<file path="src/rtl/mem_stage_lsu_pkg.sv">
// Shared encodings for the MEM-stage load unit: load opcodes, FSM states and the alignment rule.
package mem_stage_lsu_pkg;

  localparam logic [2:0] LD_W  = 3'd0;
  localparam logic [2:0] LD_B  = 3'd1;
  localparam logic [2:0] LD_H  = 3'd2;
  localparam logic [2:0] LD_BU = 3'd3;
  localparam logic [2:0] LD_HU = 3'd4;
  localparam logic [2:0] LD_D  = 3'd5;

  typedef enum logic [1:0] {
    ST_EMPTY = 2'd0,
    ST_WAIT  = 2'd1,
    ST_FULL  = 2'd2,
    ST_DRAIN = 2'd3
  } lsu_state_e;

  // LD_D is only a doubleword access on a 64-bit datapath; otherwise it behaves as LD_W.
  function automatic logic is_misaligned(input logic [2:0] op, input logic [2:0] off,
                                         input logic is64);
    logic mis;
    case (op)
      LD_B, LD_BU: mis = 1'b0;
      LD_H, LD_HU: mis = off[0];
      LD_D:        mis = is64 ? (off != 3'd0) : (off[1:0] != 2'd0);
      default:     mis = (off[1:0] != 2'd0);
    endcase
    return mis;
  endfunction

endpackage

</file>
<file path="src/rtl/mem_stage_lsu_load_align.sv">
// Sub-word load extraction: picks byte/half/word out of the aligned response and extends it.
module mem_stage_lsu_load_align
  import mem_stage_lsu_pkg::*;
#(
  parameter int DATA_W = 32
) (
  input  logic [2:0]                   op_i,
  input  logic [$clog2(DATA_W/8)-1:0]  off_i,
  input  logic [DATA_W-1:0]            rdata_i,
  output logic [DATA_W-1:0]            data_o
);

  localparam int OFF_W = $clog2(DATA_W/8);

  logic [7:0]        byte_v;
  logic [15:0]       half_v;
  logic [DATA_W-1:0] word_ext;

  assign byte_v = 8'(rdata_i >> {off_i, 3'b000});
  assign half_v = 16'(rdata_i >> {off_i[OFF_W-1:1], 4'b0000});

  generate
    if (DATA_W == 64) begin : g_w64
      logic [31:0] word_v;
      assign word_v   = 32'(rdata_i >> {off_i[OFF_W-1:2], 5'b00000});
      assign word_ext = {{32{word_v[31]}}, word_v};
    end else begin : g_w32
      assign word_ext = rdata_i;
    end
  endgenerate

  always_comb begin
    data_o = word_ext;
    case (op_i)
      LD_B:    data_o = {{(DATA_W-8){byte_v[7]}}, byte_v};
      LD_BU:   data_o = {{(DATA_W-8){1'b0}}, byte_v};
      LD_H:    data_o = {{(DATA_W-16){half_v[15]}}, half_v};
      LD_HU:   data_o = {{(DATA_W-16){1'b0}}, half_v};
      LD_D:    data_o = (DATA_W == 64) ? rdata_i : word_ext;
      default: data_o = word_ext;
    endcase
  end

endmodule

</file>
<file path="src/rtl/mem_stage_lsu.sv">
// MEM pipeline stage holding one instruction, with variable-latency load responses and flush.
// Optional misaligned-load trap output enabled by MEM_ALIGN_CHECK_EN.
//
// state | meaning
// EMPTY | no instruction held
// WAIT  | load held, response outstanding
// FULL  | result held
// DRAIN | flushed load, response still owed
module mem_stage_lsu
  import mem_stage_lsu_pkg::*;
#(
  parameter int DATA_W = 32,
  parameter int REG_AW = 5,
  parameter int PC_W   = 32
) (
  input  logic              clk,
  input  logic              rst,
  input  logic              flush,
  input  logic              ex_to_mem_valid,
  output logic              o_mem_ready,
  input  logic              ex_to_mem_mem_re,
  input  logic [2:0]        ex_to_mem_mem_op,
  input  logic [DATA_W-1:0] ex_to_mem_alu_res,
  input  logic [REG_AW-1:0] ex_to_mem_rf_waddr,
  input  logic              ex_to_mem_rf_we,
  input  logic [PC_W-1:0]   ex_to_mem_pc,
  input  logic [PC_W-1:0]   ex_to_mem_inst,
  input  logic              dmem_rvalid,
  input  logic [DATA_W-1:0] dmem_rdata,
  output logic              mem_to_wb_valid,
  input  logic              i_wb_ready,
  output logic              mem_to_wb_mem_re,
  output logic [DATA_W-1:0] mem_to_wb_rf_wdata,
  output logic [REG_AW-1:0] mem_to_wb_rf_waddr,
  output logic              mem_to_wb_rf_we,
  output logic [PC_W-1:0]   mem_to_wb_pc,
  output logic [PC_W-1:0]   mem_to_wb_inst,
  output logic              mem_load_pending
`ifdef MEM_ALIGN_CHECK_EN
  ,
  output logic              mem_to_wb_ale
`endif
);

  localparam int OFF_W = $clog2(DATA_W/8);

  lsu_state_e        state_q, state_d;
  logic              mem_re_q, mem_re_d;
  logic              we_q, we_d;
  logic [2:0]        op_q, op_d;
  logic [OFF_W-1:0]  off_q, off_d;
  logic [DATA_W-1:0] wdata_q, wdata_d;
  logic [REG_AW-1:0] waddr_q, waddr_d;
  logic [PC_W-1:0]   pc_q, pc_d;
  logic [PC_W-1:0]   inst_q, inst_d;
  logic [DATA_W-1:0] load_data;
  logic              ready, accept, new_ale, held;

  mem_stage_lsu_load_align #(.DATA_W(DATA_W)) u_align (
    .op_i    (op_q),
    .off_i   (off_q),
    .rdata_i (dmem_rdata),
    .data_o  (load_data)
  );

`ifdef MEM_ALIGN_CHECK_EN
  assign new_ale = ex_to_mem_mem_re &&
                   is_misaligned(ex_to_mem_mem_op, 3'(ex_to_mem_alu_res[OFF_W-1:0]), DATA_W == 64);
`else
  assign new_ale = 1'b0;
`endif

  always_comb begin
    ready = 1'b0;
    case (state_q)
      ST_EMPTY: ready = 1'b1;
      ST_FULL:  ready = i_wb_ready;
      ST_WAIT:  ready = dmem_rvalid && i_wb_ready;
      default:  ready = 1'b0;
    endcase
  end

  assign accept = ex_to_mem_valid && ready && !flush;

  always_comb begin
    state_d  = state_q;
    mem_re_d = mem_re_q;
    we_d     = we_q;
    op_d     = op_q;
    off_d    = off_q;
    wdata_d  = wdata_q;
    waddr_d  = waddr_q;
    pc_d     = pc_q;
    inst_d   = inst_q;
    case (state_q)
      ST_EMPTY: state_d = ST_EMPTY;
      ST_FULL: begin
        if (flush || i_wb_ready) state_d = ST_EMPTY;
      end
      ST_WAIT: begin
        if (flush) begin
          state_d = dmem_rvalid ? ST_EMPTY : ST_DRAIN;
        end else if (dmem_rvalid) begin
          if (i_wb_ready) begin
            state_d = ST_EMPTY;
          end else begin
            state_d = ST_FULL;
            wdata_d = load_data;
          end
        end
      end
      ST_DRAIN: begin
        if (dmem_rvalid) state_d = ST_EMPTY;
      end
      default: state_d = ST_EMPTY;
    endcase
    // Accept is only possible once the held entry has left, so it overrides the above.
    if (accept) begin
      state_d  = (ex_to_mem_mem_re && !new_ale) ? ST_WAIT : ST_FULL;
      mem_re_d = ex_to_mem_mem_re && !new_ale;
      we_d     = ex_to_mem_rf_we && !new_ale;
      op_d     = ex_to_mem_mem_op;
      off_d    = ex_to_mem_alu_res[OFF_W-1:0];
      wdata_d  = ex_to_mem_alu_res;
      waddr_d  = ex_to_mem_rf_waddr;
      pc_d     = ex_to_mem_pc;
      inst_d   = ex_to_mem_inst;
    end
  end

  always_ff @(posedge clk or negedge rst) begin
    if (!rst) begin
      state_q  <= ST_EMPTY;
      mem_re_q <= 1'b0;
      we_q     <= 1'b0;
      op_q     <= '0;
      off_q    <= '0;
      wdata_q  <= '0;
      waddr_q  <= '0;
      pc_q     <= '0;
      inst_q   <= '0;
    end else begin
      state_q  <= state_d;
      mem_re_q <= mem_re_d;
      we_q     <= we_d;
      op_q     <= op_d;
      off_q    <= off_d;
      wdata_q  <= wdata_d;
      waddr_q  <= waddr_d;
      pc_q     <= pc_d;
      inst_q   <= inst_d;
    end
  end

`ifdef MEM_ALIGN_CHECK_EN
  logic ale_q;
  always_ff @(posedge clk or negedge rst) begin
    if (!rst)        ale_q <= 1'b0;
    else if (accept) ale_q <= new_ale;
  end
  assign mem_to_wb_ale = (state_q == ST_FULL) && ale_q;
`endif

  assign held               = (state_q == ST_WAIT) || (state_q == ST_FULL);
  assign o_mem_ready        = ready;
  assign mem_to_wb_valid    = !flush && ((state_q == ST_FULL) ||
                                         ((state_q == ST_WAIT) && dmem_rvalid));
  assign mem_to_wb_rf_wdata = (state_q == ST_WAIT) ? load_data : wdata_q;
  assign mem_to_wb_mem_re   = held && mem_re_q;
  assign mem_to_wb_rf_we    = held && we_q;
  assign mem_to_wb_rf_waddr = waddr_q;
  assign mem_to_wb_pc       = pc_q;
  assign mem_to_wb_inst     = inst_q;
  assign mem_load_pending   = (state_q == ST_WAIT) && !dmem_rvalid;

endmodule

</file>
<file path="config.mk">
export PLATFORM = sky130hd
export DESIGN_NAME = mem_stage_lsu
export DESIGN_NICKNAME = d
export VERILOG_FILES = /design/src/rtl/mem_stage_lsu_pkg.sv /design/src/rtl/mem_stage_lsu_load_align.sv /design/src/rtl/mem_stage_lsu.sv
export SDC_FILE = /design/constraint.sdc
export NUM_CORES = 1
export LEC_CHECK = 0
export ABC_AREA = 1
export CAP_MARGIN = 20
export CORE_MARGIN = 8
export CORE_UTILIZATION = 26
export DETAILED_ROUTE_END_ITERATION = 7
export GPL_ROUTABILITY_DRIVEN = 1
export GPL_TIMING_DRIVEN = 0
export PLACE_DENSITY_LB_ADDON = 0.1
export SYNTH_ARGS = -nofsm -noshare
export SYNTH_HDL_FRONTEND = slang
export SYNTH_HIERARCHICAL = 1
export SYNTH_SLANG_ARGS = --single-unit
</file>
<file path="constraint.sdc">
create_clock -name clk -period 2.6 [get_ports clk]
set_clock_uncertainty 0.2 [all_clocks]
set_input_delay 0.52 -clock clk [delete_from_list [all_inputs] [get_ports clk]]
set_output_delay 0.52 -clock clk [all_outputs]
set_load 0.05 [all_outputs]
</file>
==> results of run 1 <==
[per-stage QoR]
step | utilization | setup slack (ns) | instance area [um2] | total power [mW] | TNS, ns
6_report | 0.448 | -0.119 | 10500 | 9.21 | -2.10
5_1_grt | 0.448 | -0.195 | 10500 | 9.74 | -4.87
4_1_cts | 0.438 | -0.116 | 10200 | 9.11 | -2.49
3_5_place_dp | 0.388 | -1.05 | 9060 | 6.82 | -28.27
3_3_place_gp | 0.387 | -4.05 | 9030 | 6.81 | -473.15
2_1_floorplan | - | -0.265 | 6140 | 5.14 | -1.06
[registers in the layout (all words and copies together), names as in the netlist]
register / count
mem_re_q: 1
mem_to_wb_inst: 32
off_q: 2
mem_to_wb_pc: 32
op_q: 3
mem_to_wb_rf_waddr: 5
wdata_q: 32
state_q: 2
we_q: 1
[layer usage]
metal,global-route usage,share of wire,vias up
li1,-,-,3348
met1,0.216,0.44,3115
met2,0.276,0.45,243
met3,0.0651,0.092,24
met4,0.0489,0.019,2
met5,0,0.00051,-
[layout by cell type (no fill, tap or decap), types with 2 or more instances in the layout]
| cell | n |
|---|---|
| nand2_1 | 382 |
| clkdlybuf4s50_1 | 206 |
| dfrtp_1 | 106 |
| nand3_1 | 49 |
| buf_6 | 45 |
| o21ai_0 | 45 |
| buf_4 | 33 |
| inv_1 | 32 |
| nand4_1 | 32 |
| inv_2 | 26 |
| nand3_2 | 24 |
| buf_2 | 24 |
| o21ai_1 | 24 |
| o21ai_2 | 19 |
| nand3_4 | 15 |
| clkbuf_16 | 11 |
| o21ai_4 | 11 |
| buf_8 | 9 |
| inv_4 | 8 |
| clkbuf_1 | 7 |
| clkbuf_2 | 6 |
| nand2_4 | 6 |
| nand2_2 | 6 |
| dlygate4sd2_1 | 5 |
| nor2_4 | 4 |
| ha_1 | 4 |
| dfrtp_2 | 4 |
| bufinv_16 | 2 |
| inv_6 | 2 |
| clkbuf_8 | 2 |
| buf_16 | 2 |
[what timing repair did]
item                       CTS  global route
setup endpoints to repair   37            36
hold buffers                 1             0
pin swaps                   28             4
resized for setup          414            53
hold endpoints to repair    38             0
buffers inserted            17             9
gates cloned                 5             1
[cell families after synthesis]
family,count (synthesis)
simple gates,523
buf+inv,127
flops,110
compound gates,100
fa+ha+maj,5
[power by group through the flow]
stage	logic [mW]	registers (mW)	clock network, mW
after floorplan	1.91	3.23	0
after global placement	4.43	2.37	0
after detailed placement	4.44	2.37	0
after CTS	5.09	2.37	1.65
after global routing	5.60	2.43	1.71
final	5.25	2.37	1.60
[cell type report]
cell class / count / share of cell area
buffer: 59 / 0.0437
multi-input combinational: 628 / 0.322
timing repair buffer: 283 / 0.273
clock buffer: 10 / 0.0229
inverter: 68 / 0.0274
clock inverter: 6 / 0.00981
tap: 319 / 0.0382
sequential: 110 / 0.264
[critical path, stage by stage, from the launching register on]
cell	delay, ns
dfrtp_1	0.38
buf_6	0.17
inv_8	0.05
nand2_4	0.05
nand2_2	0.05
nand2_2	0.09
nand3_4	0.18
buf_8	0.21
nand3_4	0.06
inv_2	0.04
o21ai_2	0.18
buf_6	0.19
[how the worst min path moves through the flow]
stage / to / slack (ns) / cells after the start
after floorplan: mem_re_q / 0.02 / 0
after global placement: off_q[0] / 0.26 / 2
after detailed placement: wdata_q[14] / 0.26 / 1
after CTS: mem_to_wb_inst[29] / 0.29 / 2
after global routing: mem_to_wb_pc[8] / 0.31 / 2
final: mem_to_wb_inst[27] / 0.28 / 2
==> summary.txt, run 1 <==
Power
  – Cell Int Power: 4.91 mW
  – Pwr dens: between 800 and 900 nW/um2
  – Peak supply drop: 0.381 mV
  – Flop pwr share: 0.257
  – Leak: 5.19 nW
  – Logic pwr share: 0.570
  – Clock Power Share: 0.173
  – Sw power: roughly 4.3 mW
  – Net Sw Frac: 0.467

Timing
  – Hold Worst Slack: between 0.2 and 0.3 ns
  – Pins over their slew limit: 0
  – Slack of the critical path: -0.119 ns
  – RSZ-0062 raised after global routing: yes
  – Final-report setup violation count: 31
  – Max-slew headroom: 0.621
  – Fin. Hold Viols: 0
  – Worst Tran Pin Value: approximately 0.57 ns
  – Fmax achieved: 0.368 GHz
  – Crit share post-route: 1.05
  – Tmin final: ~2.7 ns

Placement
  – Hpwl dp: 19.0 mm
  – Placed Cells incl. Taps: ~1.4k
  – IO buf count: around 250
  – Gpl congestion: a little under 0.9

Critical path
  – Reg2Reg Setup Slack: approximately 0.20 ns
  – Reg-to-reg startpoint: state_q[0]
  – WP data required: ~1.9 ns
  – Setup CP Type: register to output pin
  – Worst Setup EP: mem_to_wb_rf_wdata[30]
  – Worst-path maximum fanout: 7
  – Worst Setup SP: off_q[1]
  – Crit path launch type: register
  – Cells on worst reg2reg path: 10
  – Crit end category: output pin
  – Worst Path Arrival: around 2 ns
  – Reg-to-Reg End: wdata_q[23]

Synthesis
  – EDFF count, synth: 0
  – Commonest cells in the netlist: nand2_1, dfrtp_1, nand3_1, o21ai_0, inv_1
  – Synth warn: 6
  – Simple-Gate Fraction of Synth Area: 0.364
  – XOR/XNOR share of the synthesized area: 0
  – Synth top area share: 0.449
  – Mapped Area: 6140 um2
  – Syn_area_per_cell: about 7.1 um2
  – Asr flop ratio synth: 1.00
  – Largest family of logic cells by synthesized area: simple AND/OR/NAND/NOR gates
  – Adder-Cell Fraction of Synth Area: 0.0102
  – Main flop type after synthesis: dfrtp_1
  – Post-synth net total: just over 1k
  – Post-synthesis mux area share: 0
  – Post-synth top area cell: dfrtp_1
  – Synth top area cells: dfrtp_1, nand2_1, nand3_1
  – Gate count of the mapped netlist: slightly below 900
  – Yosys cell types: 24
  – Seq/Total Area, Yosys: 0.449
  – Flops & latches, synth: 110
  – Most frequent cell after synthesis: nand2_1
  – Compound-Gate Fraction of Synth Area: 0.0815

Finish
  – ANT cells: 0
  – Layout cells sized above 1: 0.231
  – Register area: approximately 2800 um2
  – Fill cells: about 2.4k
  – Layout area overhead: 70.4%
  – Cell Count, Final, Fillers Out: roughly 1.5k
  – Fin nets: between 1k and 1.5k
  – Area used by multi-input combinational logic: around 3400 um2

GRT
  – Pin count of the biggest net entering global routing: 73
  – Vias in the first global route: approximately 7.0k
  – Gr usage total: 0.174
  – Total gr overflow: 0
  – First-pass GRT wire length: between 30 and 40 mm
  – Antenna violations before repair: 1

Floorplanning
  – Site row count: 56
  – Starting density of the core: 0.263
  – Placeable core area: approximately 23000 um2
  – Die height: about 170 um
  – Die W: between 150 and 200 um
  – Die area: ~29000 um2
  – Ports: 250

Routing
  – Wire per inst: ~17 um
  – Initial DRC count: about 430
  – DRC errors left: 0
  – Vias: slightly below 7k
  – Post-route ant nets: 0
  – First-pass detailed-route iteration total: 5
  – Vias/cell: ~4.5
  – Drt total wl: 25.4 mm

Clock network
  – H-tree Lvls: 3
  – Clk sink count: 110
  – Clock Latency Late Sink: 0.35 ns
  – Clk root buf: clkbuf_16
  – Clock Path Buffers: 2
  – TritonCTS buffer count: 9
  – CTS tree: done
  – Clock transition at path regs: roughly 0.08 ns

Min path
  – Hold_sp: mem_to_wb_inst[27]
  – Worst Hold Class: register to register

Status
  – Violated checks: setup timing
  – Status: complete, but fails checks

Flow run
  – Max_cap viols: 0
(Power assumes the default switching activity.)
==> run 2: changes to the inputs <==
--- a/config.mk
+++ b/config.mk
@@ -8,11 +8,12 @@
 export ABC_AREA = 1
 export CAP_MARGIN = 20
 export CORE_MARGIN = 8
-export CORE_UTILIZATION = 26
+export CORE_UTILIZATION = 40
+export CTS_BUF_LIST = sky130_fd_sc_hd__clkbuf_16
 export DETAILED_ROUTE_END_ITERATION = 7
 export GPL_ROUTABILITY_DRIVEN = 1
 export GPL_TIMING_DRIVEN = 0
-export PLACE_DENSITY_LB_ADDON = 0.1
+export PLACE_DENSITY = 0.74
 export SYNTH_ARGS = -nofsm -noshare
 export SYNTH_HDL_FRONTEND = slang
 export SYNTH_HIERARCHICAL = 1
==> summary.txt, run 2 (synthesis results as in run 1) <==
Status
  – Status: complete, but fails checks
  – Violated checks: setup timing

Finish
  – Cell Count, Final, Fillers Out: 1360 (-8.3%)
  – Commonest cells after routing, fill and taps aside: nand2_1, clkdlybuf4s50_1, dfrtp_1
  – Most common cell after layout, fill and taps aside: nand2_1
  – Fin nets: 1316 (+0.61%)
  – Layout cells sized above 1: 0.227 (-0.00414)
  – Layout area overhead: 65.7%
  – ANT cells: 0 (unchanged)

Routing
  – DRC errors left: 0 (unchanged)
  – Vias/cell: 5.28 (+16%)
  – Post-route ant nets: 0 (unchanged)
  – Vias: 7177 (+6.6%)
  – Initial DRC count: 798 (+87%)
  – Wire per inst: 18.4 um (+7.1%)
  – First-pass detailed-route iteration total: 5 (unchanged)
  – Drt total wl: 25.0 mm (-1.8%)

Timing
  – Setup TNS: -1.94 ns (+0.159 ns)
  – Hold Worst Slack: 0.282 ns (-0.00107 ns)
  – Pins over their slew limit: 0 (unchanged)
  – RSZ-0062 raised after global routing: yes
  – Fmax achieved: 0.367 GHz (-0.31%)
  – Final-report setup violation count: 30 (-3.2%)
  – Max-slew headroom: 0.636 (+0.0148)
  – Crit share post-route: 1.05 (+0.00324)
  – Fin. Hold Viols: 0 (unchanged)
  – Tmin final: 2.73 ns (+0.00841 ns)
  – Worst Tran Pin Value: 0.545 ns (-0.0239 ns)
  – Slack of the critical path: -0.128 ns (-0.00841 ns)

Placement
  – Placed Cells incl. Taps: 1303 (-9.1%)
  – Hpwl dp: 17.8 mm (-6.2%)
  – IO buf count: 249 (unchanged)
  – Gpl congestion: 0.954 (+9.3%)
  – Pre-CTS WS: -0.945 ns (+0.101 ns)

Clock network
  – Clock Latency Late Sink: 0.36 ns (about the same)
  – Clock transition at path regs: 0.08 ns (about the same)
  – Clk root buf: clkbuf_16
  – TritonCTS buffer count: 9 (unchanged)
  – Clk sink count: 110 (unchanged)
  – Clock Path Buffers: 2 (unchanged)
  – CTS tree: done
  – H-tree Lvls: 3 (unchanged)

Floorplanning
  – Die height: 140 um (-18%)
  – Die W: 140 um (-18%)
  – Die area: 19600 um2 (-32%)
  – Starting density of the core: 0.407 (+0.144)
  – Placeable core area: 15100 um2 (-35%)
  – Ports: 250 (unchanged)
  – Site row count: 45 (-20%)

Critical path
  – Cell breakdown of the critical path: buf_6, nand2_2, nand2_1, nand2_2, nand3_4, buf_6, nand3_2, inv_2, o21ai_4, buf_6
  – Cells on worst reg2reg path: 9 (-1)
  – WP data required: 1.88 ns (about the same)
  – Reg2Reg Setup Slack: 0.39 ns (+0.19 ns)
  – Slowest stage delay, CP: 0.39 ns (about the same)
  – Reg-to-Reg End: wdata_q[22]
  – Highest-delay cell along the critical path: dfrtp_1
  – Setup CP Type: register to output pin
  – Reg-to-reg startpoint: state_q[0]
  – Crit path top cell by count: buf_6
  – WP buf/inv: 4 (-1)
  – Crit end category: output pin
  – Worst Path Arrival: 2.01 ns (about the same)
  – Worst-path maximum fanout: 8 (+1)
  – Crit path launch type: register
  – Family with the most delay on the worst path: buffers and inverters

Power
  – Power after layout: 8.98 mW (-2.6%)
  – Peak supply drop: 0.507 mV (+33%)
  – Pwr dens: 883 nW/um2 (+0.16%)
  – Leak: 5.22 nW (+0.46%)

GRT
  – Total gr overflow: 0 (unchanged)
  – Pin count of the biggest net entering global routing: 94 (+29%)
  – Antenna violations before repair: 0 (-1)
  – First-pass GRT wire length: 38.6 mm (-1.5%)
  – Gr usage total: 0.249 (+0.0754)
  – Vias in the first global route: 7170 (+2.6%)

Min path
  – Worst Hold End: mem_to_wb_inst[27]
  – Worst Hold Class: register to register
  – Hold_sp: mem_to_wb_inst[27]
  – Hold path depth: 2 (unchanged)

Flow run
  – Max_cap viols: 0 (unchanged)
run 2: cell types whose count changed in the layout (fill, tap and decap cells not counted), moves of 7 or more:
cell	delta
buf_6	+12
nand3_4	-7
buf_4	+7
dlymetal6s2s_1	+7
clkdlybuf4s50_1	-7
buf_8	-8
o21ai_4	-7
o21ai_2	+7
run 2: how the worst max path moves through the flow:
stage	start	endpoint	slack, ns	cells past startpoint
2_1_floorplan	state_q[1]	mem_to_wb_rf_wdata[26]	-0.26	6
3_3_place_gp	rst	mem_to_wb_inst[1]	-3.66	1
3_5_place_dp	dmem_rdata[31]	mem_to_wb_rf_wdata[29]	-0.94	9
4_1_cts	op_q[2]	mem_to_wb_rf_wdata[23]	-0.15	8
5_1_grt	off_q[1]	mem_to_wb_rf_wdata[25]	-0.19	10
6_report	off_q[1]	mem_to_wb_rf_wdata[21]	-0.13	10
run 2: tightest hold or removal path, cell delays in order (launching register included):
cell     delay (ns)
dfrtp_1        0.35
nand2_1        0.05
nand2_1        0.05
run 2: cell type report:
cell class                      instances  area (um2)
Tap cell                              188         235
Inverter                               68         274
Clock buffer                            9         225
Fill cell                            1282        4920
Clock inverter                          7        73.8
Multi-Input combinational cell        628        3240
Timing Repair Buffer                  294        2940
Sequential cell                       110        2760
Buffer                                 56         428
run 2: per-stage QoR:
step / instance area (um2) / utilization
after global routing: 10200 / 0.674
after global placement: 8860 / 0.587
after detailed placement: 8890 / 0.589
after CTS: 9890 / 0.655
after floorplan: 6140 / -
final: 10200 / 0.674
run 2: where the power goes:
group | internal (mW) | switching, mW | leakage (nW)
clock | 0.683 | 0.734 | 0.147
combinational | 1.85 | 3.34 | 3.73
sequential | 2.12 | 0.249 | 1.34
total | 4.66 | 4.32 | 5.22
run 2: timing repair:
| item | in CTS | in global routing |
|---|---|---|
| resized for setup | 391 | 54 |
| endpoints found under the setup margin | 37 | 33 |
| endpoints found under the hold margin | 17 | 0 |
| hold buffers | 1 | 0 |
| gates cloned | 5 | 3 |
| pin swaps | 20 | 30 |
| setup buffers | 21 | 14 |
run 2: layer usage:
layer	share of wire	track usage	routed length, um	vias up
met5	0	0	0	-
met4	0.045	0.122	1120	0
met3	0.11	0.0845	2670	70
met2	0.46	0.394	11600	394
met1	0.39	0.298	9640	3339
li1	-	-	-	3374
==> run 3: changes to the inputs <==
--- a/config.mk
+++ b/config.mk
@@ -14,6 +14,7 @@
 export GPL_ROUTABILITY_DRIVEN = 1
 export GPL_TIMING_DRIVEN = 0
 export PLACE_DENSITY = 0.74
+export SLEW_MARGIN = 0
 export SYNTH_ARGS = -nofsm -noshare
 export SYNTH_HDL_FRONTEND = slang
 export SYNTH_HIERARCHICAL = 1
==> results of run 3 <==
No change in the layout: final DEF, timing and power equal those of run 2.
